File: src/rtl/tape_rec_if.sv
// RAM write port of the cassette recorder: one outstanding byte write,
// with address/data/we held until the RAM pulses mem_ready.
interface tape_rec_if;
  logic [24:0] mem_addr;
  logic [7:0]  mem_dout;
  logic        mem_we;
  logic        mem_ready;

  modport master (output mem_addr, output mem_dout, output mem_we, input mem_ready);
  modport slave  (input mem_addr, input mem_dout, input mem_we, output mem_ready);
endinterface

File: src/rtl/tape_rec.sv
// Cassette recorder: measures cass_write periods in ce_1m ticks, encodes them as TAP v1 bytes,
// streams them to RAM and finally writes the 20-byte TAP header. Option: TAPE_REC_MOTOR_GATE_EN.
module tape_rec #(
  parameter logic [24:0] BASE_ADDR  = 25'h0,
  parameter logic [24:0] MAX_BYTES  = 25'h0FFFEC,
  parameter int          FIFO_DEPTH = 8
) (
  input  logic        clk,
  input  logic        reset,
  input  logic        ce_1m,
  input  logic        cass_write,
  input  logic        cass_motor_n,
  input  logic        rec_start,
  input  logic        rec_stop,
  tape_rec_if.master  mem,
  output logic        rec_active,
  output logic [24:0] rec_len,
  output logic        overflow
);
  localparam int AW = $clog2(FIFO_DEPTH);
  localparam logic [AW:0] DEPTH_L = (AW+1)'(FIFO_DEPTH);
  localparam logic [AW:0] PTR_ONE = (AW+1)'(1);

  typedef enum logic [1:0] {S_IDLE, S_REC, S_DRAIN, S_HDR} state_t;
  state_t r_state, w_state_next;

  logic        r_cw_s1, r_cw_s2, r_cw_d;
  logic [23:0] r_period;
  logic        r_armed;
  logic        r_enc_valid;
  logic [23:0] r_enc_p;
  logic [1:0]  r_enc_idx;
  logic        r_pend_valid;
  logic [23:0] r_pend_p;
  logic [7:0]  r_fifo_mem [FIFO_DEPTH];
  logic [AW:0] r_wr_ptr, r_rd_ptr;
  logic        r_mem_we;
  logic [24:0] r_mem_addr;
  logic [7:0]  r_mem_dout;
  logic [24:0] r_rec_len;
  logic        r_overflow;
  logic [4:0]  r_hdr_idx;

  logic        w_motor_on, w_tick, w_edge, w_capture, w_start;
  logic        w_enc_short, w_enc_last, w_enc_free, w_push_ok;
  logic [7:0]  w_enc_byte, w_hdr_byte;
  logic [AW:0] w_count;
  logic        w_empty, w_full, w_room;
  logic [25:0] w_total;
  logic [31:0] w_len32;

`ifdef TAPE_REC_MOTOR_GATE_EN
  assign w_motor_on = ~cass_motor_n;
`else
  logic w_unused_motor;
  assign w_unused_motor = cass_motor_n;
  assign w_motor_on     = 1'b1;
`endif

  assign w_tick    = ce_1m & w_motor_on;
  assign w_edge    = r_cw_s2 & ~r_cw_d & w_motor_on & (r_state == S_REC);
  assign w_capture = w_edge & r_armed;
  assign w_start   = (r_state == S_IDLE) & rec_start;

  // Bytes already committed plus bytes still queued decide when capacity is hit.
  assign w_count = r_wr_ptr - r_rd_ptr;
  assign w_empty = (w_count == '0);
  assign w_full  = (w_count == DEPTH_L);
  assign w_total = {1'b0, r_rec_len} + 26'(w_count);
  assign w_room  = (w_total < {1'b0, MAX_BYTES});

  assign w_enc_short = (r_enc_p[23:11] == '0);
  assign w_enc_last  = r_enc_valid & (w_enc_short | (r_enc_idx == 2'd3));
  assign w_enc_free  = ~r_enc_valid | w_enc_last;
  assign w_push_ok   = r_enc_valid & ~w_full & w_room;

  always_comb begin
    w_enc_byte = 8'h00;
    if (w_enc_short) begin
      w_enc_byte = (r_enc_p[10:3] == 8'h00) ? 8'h01 : r_enc_p[10:3];
    end else begin
      case (r_enc_idx)
        2'd0:    w_enc_byte = 8'h00;
        2'd1:    w_enc_byte = r_enc_p[7:0];
        2'd2:    w_enc_byte = r_enc_p[15:8];
        default: w_enc_byte = r_enc_p[23:16];
      endcase
    end
  end

  always_comb begin
    w_len32    = {7'd0, r_rec_len};
    w_hdr_byte = 8'h00;
    case (r_hdr_idx)
      5'd0:  w_hdr_byte = 8'h43;
      5'd1:  w_hdr_byte = 8'h36;
      5'd2:  w_hdr_byte = 8'h34;
      5'd3:  w_hdr_byte = 8'h2D;
      5'd4:  w_hdr_byte = 8'h54;
      5'd5:  w_hdr_byte = 8'h41;
      5'd6:  w_hdr_byte = 8'h50;
      5'd7:  w_hdr_byte = 8'h45;
      5'd8:  w_hdr_byte = 8'h2D;
      5'd9:  w_hdr_byte = 8'h52;
      5'd10: w_hdr_byte = 8'h41;
      5'd11: w_hdr_byte = 8'h57;
      5'd12: w_hdr_byte = 8'h01;
      5'd16: w_hdr_byte = w_len32[7:0];
      5'd17: w_hdr_byte = w_len32[15:8];
      5'd18: w_hdr_byte = w_len32[23:16];
      5'd19: w_hdr_byte = w_len32[31:24];
      default: w_hdr_byte = 8'h00;
    endcase
  end

  always_ff @(posedge clk or posedge reset) begin
    if (reset) r_state <= S_IDLE;
    else       r_state <= w_state_next;
  end

  always_comb begin
    w_state_next = r_state;
    case (r_state)
      S_IDLE:  if (rec_start) w_state_next = S_REC;
      S_REC:   if (rec_stop || !w_room) w_state_next = S_DRAIN;
      // The encoder may still hold bytes of a period captured just before stop.
      S_DRAIN: if (w_empty && !r_mem_we && !r_enc_valid && !r_pend_valid) w_state_next = S_HDR;
      S_HDR:   if (r_mem_we && mem.mem_ready && r_hdr_idx == 5'd19) w_state_next = S_IDLE;
      default: w_state_next = S_IDLE;
    endcase
  end

  always_ff @(posedge clk or posedge reset) begin
    if (reset) begin
      r_cw_s1 <= 1'b0; r_cw_s2 <= 1'b0; r_cw_d <= 1'b0;
      r_period <= '0; r_armed <= 1'b0;
      r_enc_valid <= 1'b0; r_enc_p <= '0; r_enc_idx <= '0;
      r_pend_valid <= 1'b0; r_pend_p <= '0;
      r_wr_ptr <= '0; r_overflow <= 1'b0;
    end else begin
      r_cw_s1 <= cass_write;
      r_cw_s2 <= r_cw_s1;
      r_cw_d  <= r_cw_s2;
      if (w_start) begin
        r_period <= '0; r_armed <= 1'b0;
        r_enc_valid <= 1'b0; r_enc_idx <= '0; r_pend_valid <= 1'b0;
        r_wr_ptr <= '0; r_overflow <= 1'b0;
      end else begin
        if (r_state == S_REC) begin
          if (w_edge) begin
            r_armed  <= 1'b1;
            r_period <= {23'd0, w_tick};
          end else if (w_tick && r_period != '1) begin
            r_period <= r_period + 24'd1;
          end
        end
        if (r_enc_valid && !w_enc_last) r_enc_idx <= r_enc_idx + 2'd1;
        // A finishing sequence hands over to the pending period first, then to a fresh capture.
        if (w_enc_free) begin
          r_enc_idx <= '0;
          if (r_pend_valid) begin
            r_enc_valid  <= 1'b1;
            r_enc_p      <= r_pend_p;
            r_pend_valid <= w_capture;
            r_pend_p     <= r_period;
          end else begin
            r_enc_valid <= w_capture;
            r_enc_p     <= r_period;
          end
        end else if (w_capture) begin
          if (!r_pend_valid) begin
            r_pend_valid <= 1'b1;
            r_pend_p     <= r_period;
          end else begin
            r_overflow <= 1'b1;
          end
        end
        if (w_push_ok) r_wr_ptr <= r_wr_ptr + PTR_ONE;
        if ((r_enc_valid && !w_push_ok) || (r_state == S_REC && !w_room)) r_overflow <= 1'b1;
      end
    end
  end

  always_ff @(posedge clk) begin
    if (w_push_ok) r_fifo_mem[r_wr_ptr[AW-1:0]] <= w_enc_byte;
  end

  always_ff @(posedge clk or posedge reset) begin
    if (reset) begin
      r_mem_we <= 1'b0; r_mem_addr <= '0; r_mem_dout <= '0;
      r_rec_len <= '0; r_rd_ptr <= '0; r_hdr_idx <= '0;
    end else if (w_start) begin
      r_rec_len <= '0; r_rd_ptr <= '0; r_hdr_idx <= '0; r_mem_we <= 1'b0;
    end else if (r_mem_we) begin
      if (mem.mem_ready) begin
        r_mem_we <= 1'b0;
        if (r_state == S_HDR) begin
          r_hdr_idx <= r_hdr_idx + 5'd1;
        end else begin
          r_rec_len <= r_rec_len + 25'd1;
          r_rd_ptr  <= r_rd_ptr + PTR_ONE;
        end
      end
    end else if ((r_state == S_REC || r_state == S_DRAIN) && !w_empty) begin
      r_mem_we   <= 1'b1;
      r_mem_addr <= BASE_ADDR + 25'd20 + r_rec_len;
      r_mem_dout <= r_fifo_mem[r_rd_ptr[AW-1:0]];
    end else if (r_state == S_HDR) begin
      r_mem_we   <= 1'b1;
      r_mem_addr <= BASE_ADDR + {20'd0, r_hdr_idx};
      r_mem_dout <= w_hdr_byte;
    end
  end

  assign mem.mem_we   = r_mem_we;
  assign mem.mem_addr = r_mem_addr;
  assign mem.mem_dout = r_mem_dout;
  assign rec_active   = (r_state != S_IDLE);
  assign rec_len      = r_rec_len;
  assign overflow     = r_overflow;
endmodule

File: src/flat_wrapper.sv
// flat-port wrapper written by rule: the top's interface ports become plain ports
module tape_rec_flat 
#(
  parameter logic [24:0] BASE_ADDR  = 25'h0,
  parameter logic [24:0] MAX_BYTES  = 25'h0FFFEC,
  parameter int          FIFO_DEPTH = 8
)
  (clk, reset, ce_1m, cass_write, cass_motor_n, rec_start, rec_stop, rec_active, rec_len, overflow, mem_mem_addr, mem_mem_dout, mem_mem_we, mem_mem_ready);
  tape_rec_if mem_i ();
  input  logic clk;
  input  logic reset;
  input  logic ce_1m;
  input  logic cass_write;
  input  logic cass_motor_n;
  input  logic rec_start;
  input  logic rec_stop;
  output logic rec_active;
  output logic [24:0] rec_len;
  output logic overflow;
  output wire logic [$bits(mem_i.mem_addr)-1:0] mem_mem_addr;
  output wire logic [$bits(mem_i.mem_dout)-1:0] mem_mem_dout;
  output wire logic [$bits(mem_i.mem_we)-1:0] mem_mem_we;
  input wire logic [$bits(mem_i.mem_ready)-1:0] mem_mem_ready;
  assign mem_mem_addr = mem_i.mem_addr;
  assign mem_mem_dout = mem_i.mem_dout;
  assign mem_mem_we = mem_i.mem_we;
  assign mem_i.mem_ready = mem_mem_ready;
  tape_rec #(.BASE_ADDR(BASE_ADDR), .MAX_BYTES(MAX_BYTES), .FIFO_DEPTH(FIFO_DEPTH)) u_core (.clk(clk), .reset(reset), .ce_1m(ce_1m), .cass_write(cass_write), .cass_motor_n(cass_motor_n), .rec_start(rec_start), .rec_stop(rec_stop), .mem(mem_i), .rec_active(rec_active), .rec_len(rec_len), .overflow(overflow));
endmodule
File: config.mk
export PLATFORM = sky130hd
export DESIGN_NAME = tape_rec_flat
export DESIGN_NICKNAME = d
export VERILOG_FILES = /design/src/rtl/tape_rec_if.sv /design/src/rtl/tape_rec.sv /design/src/flat_wrapper.sv
export SDC_FILE = /design/constraint.sdc
export NUM_CORES = 1
export LEC_CHECK = 0
export CORE_MARGIN = 1.5
export CORE_UTILIZATION = 49
export CTS_CLUSTER_DIAMETER = 50
export CTS_CLUSTER_SIZE = 8
export DETAILED_ROUTE_END_ITERATION = 8
export GPL_ROUTABILITY_DRIVEN = 1
export PLACE_DENSITY_LB_ADDON = 0.12
export SLEW_MARGIN = 20
export SYNTH_ARGS = -nofsm -noshare
export SYNTH_HDL_FRONTEND = slang
export SYNTH_SLANG_ARGS = --single-unit
File: constraint.sdc
create_clock -name clk -period 13.5 [get_ports clk]
set_clock_uncertainty 0.15 [all_clocks]
set_input_delay 2.025 -clock clk [delete_from_list [all_inputs] [get_ports clk]]
set_output_delay 2.025 -clock clk [all_outputs]
set_load 0.005 [all_outputs]
==> report_table.html <==
<table>
<tr><th>Metric</th><th>Value</th></tr>
<tr><th colspan="2">Final layout</th></tr>
<tr><td>Share of final-layout standard cells stronger than drive strength 1</td><td>0.103</td></tr>
<tr><td>Number of diodes added for antenna fixing</td><td>0</td></tr>
<tr><td>Final layout net count</td><td>1,136</td></tr>
<tr><td>Utilization after layout</td><td>0.593</td></tr>
<tr><td>Syn-to-layout area delta</td><td>17.3%</td></tr>
<tr><th colspan="2">STA</th></tr>
<tr><td>Final critical-path share of the clock period</td><td>0.415</td></tr>
<tr><td>Final-report max-slew violation count</td><td>0</td></tr>
<tr><td>Actual transition at the worst max-transition pin</td><td>1.07 ns</td></tr>
<tr><td>Slew HR</td><td>0.281</td></tr>
<tr><td>Max Clock Freq</td><td>0.178 GHz</td></tr>
<tr><td>Final Hold Violating Endpoints</td><td>0</td></tr>
<tr><td>TNS Setup</td><td>0 ns</td></tr>
<tr><td>Final Critical Period</td><td>5.61 ns</td></tr>
<tr><td>Finish-stage setup viols</td><td>0</td></tr>
<tr><td>Setup repair after global routing missed its margin</td><td>no</td></tr>
<tr><th colspan="2">Placement</th></tr>
<tr><td>GPL Wtd Cong</td><td>0.941</td></tr>
<tr><td>Final HPWL from detailed placement</td><td>17,600 um</td></tr>
<tr><td>Port buffer count</td><td>67</td></tr>
<tr><th colspan="2">Clocking</th></tr>
<tr><td>Clock insertion delay at the later pin of the skew report</td><td>0.50 ns</td></tr>
<tr><td># Post-CTS Setup Buffers</td><td>0</td></tr>
<tr><td>Post-cts gate resize count</td><td>0</td></tr>
<tr><td>Root buffer selected by CTS</td><td>sky130_fd_sc_hd__clkbuf_16</td></tr>
<tr><td>Total number of H-tree levels</td><td>2</td></tr>
<tr><td>Clock tree from TritonCTS</td><td>built</td></tr>
<tr><td>Hold-fix buffers at CTS</td><td>0</td></tr>
<tr><td>Cts bufs inserted</td><td>35</td></tr>
<tr><td>CTS clk-pin slew, worst paths</td><td>0.05 ns</td></tr>
<tr><td>Number of buffers on the longest clock path</td><td>3</td></tr>
<tr><td>Number of clock sinks</td><td>219</td></tr>
<tr><th colspan="2">Flow run</th></tr>
<tr><td>Max-cap violation count</td><td>0</td></tr>
<tr><th colspan="2">Global route</th></tr>
<tr><td>Aggregate global routing overflow</td><td>0</td></tr>
<tr><td>Aggregate global-route resource usage</td><td>0.225</td></tr>
<tr><td>Via count of the first global-routing pass</td><td>7,832</td></tr>
<tr><td>Number of antenna violations at the first check in global routing</td><td>0</td></tr>
<tr><td>Maximum number of pins on one net before global-route repair</td><td>104</td></tr>
<tr><td>Wire length of the first global-routing pass</td><td>42,200 um</td></tr>
<tr><th colspan="2">Detailed routing</th></tr>
<tr><td>Via count</td><td>8,007</td></tr>
<tr><td>Remaining antenna violation count after routing</td><td>0</td></tr>
<tr><td>Drt via density</td><td>5.72</td></tr>
<tr><td>Violation count after the first detailed-routing iteration</td><td>632</td></tr>
<tr><td>Routed WL</td><td>26,000 um</td></tr>
<tr><td>Routed length per placed instance</td><td>18.6 um</td></tr>
<tr><td>Remaining DRCs</td><td>0</td></tr>
<tr><td>Router iterations before antenna repair</td><td>9</td></tr>
<tr><th colspan="2">Yosys</th></tr>
<tr><td>Main synth FF type</td><td>sky130_fd_sc_hd__dfrtp_1</td></tr>
<tr><td>Average cell area after synthesis</td><td>10.6 um2</td></tr>
<tr><td>Synth async-reset ratio</td><td>0.708</td></tr>
<tr><td>Flip-flop and latch count after synthesis</td><td>219</td></tr>
<tr><td>Post-synth top area share</td><td>0.349</td></tr>
<tr><td>Sequential area share after synthesis</td><td>0.521</td></tr>
<tr><td>Post-synth net total</td><td>1,084</td></tr>
<tr><td>Synthesized area</td><td>11,100 um2</td></tr>
<tr><td>Number of synthesized flops with an enable pin</td><td>64</td></tr>
<tr><td>Yosys Warn Count</td><td>0</td></tr>
<tr><td>Number of unique standard cell types used by synthesis</td><td>65</td></tr>
<tr><td>Leading post-synthesis cells by cell area</td><td>sky130_fd_sc_hd__dfrtp_1 (35%), sky130_fd_sc_hd__edfxtp_1 (17%), sky130_fd_sc_hd__nor2_1 (4.2%)</td></tr>
<tr><td>Cell type with the highest aggregate area in the netlist</td><td>sky130_fd_sc_hd__dfrtp_1</td></tr>
<tr><td>Syn Inst Count</td><td>1,050</td></tr>
<tr><th colspan="2">Worst setup path</th></tr>
<tr><td>Type of the worst setup path</td><td>register to register</td></tr>
<tr><td>Worst setup startpoint</td><td>u_core.r_rd_ptr[1]</td></tr>
<tr><td>Required time of the critical path</td><td>13.48 ns</td></tr>
<tr><td>Critical R2R Capture</td><td>u_core.r_fifo_mem[2][3]</td></tr>
<tr><td>Type of element capturing the critical path</td><td>register</td></tr>
<tr><td>Worst Path Arrival</td><td>5.59 ns</td></tr>
<tr><td>Cells on worst reg2reg path</td><td>15</td></tr>
<tr><td>Reg2reg setup slack</td><td>7.89 ns</td></tr>
<tr><td>Launching point of the worst reg2reg path</td><td>u_core.r_rd_ptr[1]</td></tr>
<tr><td>Sort of element at the start of the critical path</td><td>register</td></tr>
<tr><td>CP Capture Point</td><td>u_core.r_fifo_mem[2][3]</td></tr>
<tr><td>Maximum fanout count along the critical path</td><td>19</td></tr>
<tr><th colspan="2">Floorplan</th></tr>
<tr><td>Die boundary width</td><td>154 um</td></tr>
<tr><td>Num ports</td><td>69</td></tr>
<tr><td>Area enclosed by the die boundary</td><td>23,600 um2</td></tr>
<tr><td>Core Rows</td><td>54</td></tr>
<tr><td>Overall die height</td><td>154 um</td></tr>
<tr><td>Starting utilization of the core area</td><td>0.505</td></tr>
<tr><td>Core area</td><td>22,000 um2</td></tr>
<tr><th colspan="2">Pwr</th></tr>
<tr><td>Power per standard cell area</td><td>192 nW/um2</td></tr>
<tr><td>Total Power Consumption</td><td>2.51 mW</td></tr>
<tr><td>Worst-case vdd ir drop</td><td>146 uV</td></tr>
<tr><td>Leakage power</td><td>5.39 nW</td></tr>
<tr><th colspan="2">Run status</th></tr>
<tr><td>Status</td><td>complete, no violations</td></tr>
<tr><th colspan="2">Hold path</th></tr>
<tr><td>Type of the worst min-delay path</td><td>register to register</td></tr>
</table>
-- sequential cells by signal, summed over array words and instances, names as in the netlist, 4 cells and up --
name	count
u_core.r_enc_p	24
u_core.r_hdr_idx	5
u_core.mem.mem_addr	25
u_core.rec_len	25
u_core.r_pend_p	24
u_core.r_wr_ptr	4
u_core.r_period	24
u_core.mem.mem_dout	8
u_core.r_fifo_mem	64
u_core.r_rd_ptr	4
-- through the flow --
stage	hold WS, ns	area, um2	setup slack [ns]	std cells
final	0.195	13100	7.89	1400
after floorplan	0.181	11100	7.15	1050
after global placement	0.182	12000	7.96	1345
after global routing	0.202	13100	7.51	1400
after CTS	0.197	13000	7.87	1400
after detailed placement	0.187	12000	7.89	1345
-- cell usage after synthesis, types with 5 or more instances --
master,n
sky130_fd_sc_hd__dfrtp_1,155
sky130_fd_sc_hd__nor2_1,124
sky130_fd_sc_hd__nand2_1,101
sky130_fd_sc_hd__edfxtp_1,64
sky130_fd_sc_hd__a21oi_1,62
sky130_fd_sc_hd__xor2_1,50
sky130_fd_sc_hd__o21ai_0,49
sky130_fd_sc_hd__clkbuf_1,48
sky130_fd_sc_hd__mux2i_1,40
sky130_fd_sc_hd__xnor2_1,30
sky130_fd_sc_hd__inv_1,28
sky130_fd_sc_hd__ha_1,25
sky130_fd_sc_hd__mux2_2,25
sky130_fd_sc_hd__nand3_1,25
sky130_fd_sc_hd__nor3_1,20
sky130_fd_sc_hd__nand4_1,19
sky130_fd_sc_hd__mux4_2,16
sky130_fd_sc_hd__nor4_1,16
sky130_fd_sc_hd__o31ai_1,13
sky130_fd_sc_hd__and3_1,11
sky130_fd_sc_hd__or3_1,11
sky130_fd_sc_hd__a22oi_1,10
sky130_fd_sc_hd__buf_1,9
sky130_fd_sc_hd__o22a_1,7
sky130_fd_sc_hd__buf_2,6
sky130_fd_sc_hd__nand2b_1,6
sky130_fd_sc_hd__or4_1,6
sky130_fd_sc_hd__a222oi_1,5
sky130_fd_sc_hd__and4_1,5
-- cells in the final DEF (no fill, tap or decap), types with 4 or more instances in the layout --
master,n
sky130_fd_sc_hd__dfrtp_1,155
sky130_fd_sc_hd__nor2_1,123
sky130_fd_sc_hd__nand2_1,100
sky130_fd_sc_hd__clkdlybuf4s50_1,67
sky130_fd_sc_hd__edfxtp_1,64
sky130_fd_sc_hd__a21oi_1,62
sky130_fd_sc_hd__xor2_1,50
sky130_fd_sc_hd__o21ai_0,49
sky130_fd_sc_hd__mux2i_1,40
sky130_fd_sc_hd__clkbuf_16,35
sky130_fd_sc_hd__xnor2_1,30
sky130_fd_sc_hd__inv_1,27
sky130_fd_sc_hd__nand3_1,25
sky130_fd_sc_hd__mux2_2,25
sky130_fd_sc_hd__ha_1,25
sky130_fd_sc_hd__nor3_1,20
sky130_fd_sc_hd__nand4_1,19
sky130_fd_sc_hd__mux4_2,16
sky130_fd_sc_hd__buf_4,16
sky130_fd_sc_hd__nor4_1,15
sky130_fd_sc_hd__clkbuf_1,14
sky130_fd_sc_hd__o31ai_1,13
sky130_fd_sc_hd__and3_1,11
sky130_fd_sc_hd__or3_1,11
sky130_fd_sc_hd__a22oi_1,10
sky130_fd_sc_hd__o22a_1,7
sky130_fd_sc_hd__or4_1,6
sky130_fd_sc_hd__nand2b_1,6
sky130_fd_sc_hd__and4_1,5
sky130_fd_sc_hd__a222oi_1,5
sky130_fd_sc_hd__a211oi_1,4
-- report_power, final --
group          switching (mW)  total (mW)  internal (mW)  leakage [nW]
logic                   0.492       0.820          0.328          2.20
registers              0.0895       0.871          0.782          2.69
clock network           0.285       0.820          0.535         0.506
-- kinds of logic after synthesis --
kind of cell / count (synthesis) / synth area share
XOR/XNOR: 80 / 0.0630
buffers and inverters: 97 / 0.0354
AO/OA/AOI/OAI: 184 / 0.104
adder cells (fa/ha/maj): 26 / 0.0299
AND/OR/NAND/NOR: 361 / 0.151
multiplexers: 83 / 0.0957
flip-flops: 219 / 0.521
-- critical path: stages, from the launching register on --
cell and delay, ns:
sky130_fd_sc_hd__dfrtp_1 0.88, sky130_fd_sc_hd__inv_1 0.21, sky130_fd_sc_hd__ha_1 0.34, sky130_fd_sc_hd__a21o_1 0.18
sky130_fd_sc_hd__a21o_1 0.18, sky130_fd_sc_hd__xor2_1 0.25, sky130_fd_sc_hd__inv_1 0.14, sky130_fd_sc_hd__ha_1 0.24
sky130_fd_sc_hd__nor3_1 0.28, sky130_fd_sc_hd__a21oi_1 0.17, sky130_fd_sc_hd__and3_1 0.26, sky130_fd_sc_hd__a31o_1 0.18
sky130_fd_sc_hd__mux2_1 0.30, sky130_fd_sc_hd__or3_1 0.52, sky130_fd_sc_hd__nor3_2 0.42, sky130_fd_sc_hd__and4_1 0.54
-- worst min path at each step --
| stage | from | end | slack (ns) | depth (start not counted) |
|---|---|---|---|---|
| floorplan | u_core.r_cw_s1 | u_core.r_cw_s2 | 0.18 | 0 |
| global placement | u_core.r_cw_s1 | u_core.r_cw_s2 | 0.18 | 0 |
| detailed placement | u_core.r_cw_s1 | u_core.r_cw_s2 | 0.19 | 0 |
| CTS | u_core.r_cw_s1 | u_core.r_cw_s2 | 0.20 | 0 |
| global route | u_core.r_cw_s1 | u_core.r_cw_s2 | 0.20 | 0 |
| finish | u_core.r_cw_s1 | u_core.r_cw_s2 | 0.19 | 0 |
-- final cells by class --
| type | count | area, um2 |
|---|---|---|
| Clock buffer | 50 | 942 |
| Clock inverter | 5 | 104 |
| Fill cell | 1877 | 8970 |
| Inverter | 29 | 114 |
| Multi-Input combinational cell | 734 | 4950 |
| Sequential cell | 219 | 5800 |
| Tap cell | 280 | 350 |
| Timing Repair Buffer | 83 | 791 |
-- metal layers --
metal,share of wire,GRT usage,vias up
li1,-,-,3856
met1,0.45,0.315,3864
met2,0.47,0.362,237
met3,0.056,0.0347,50
met4,0.025,0.0740,0
met5,0,0,-
(Power assumes the default switching activity.)
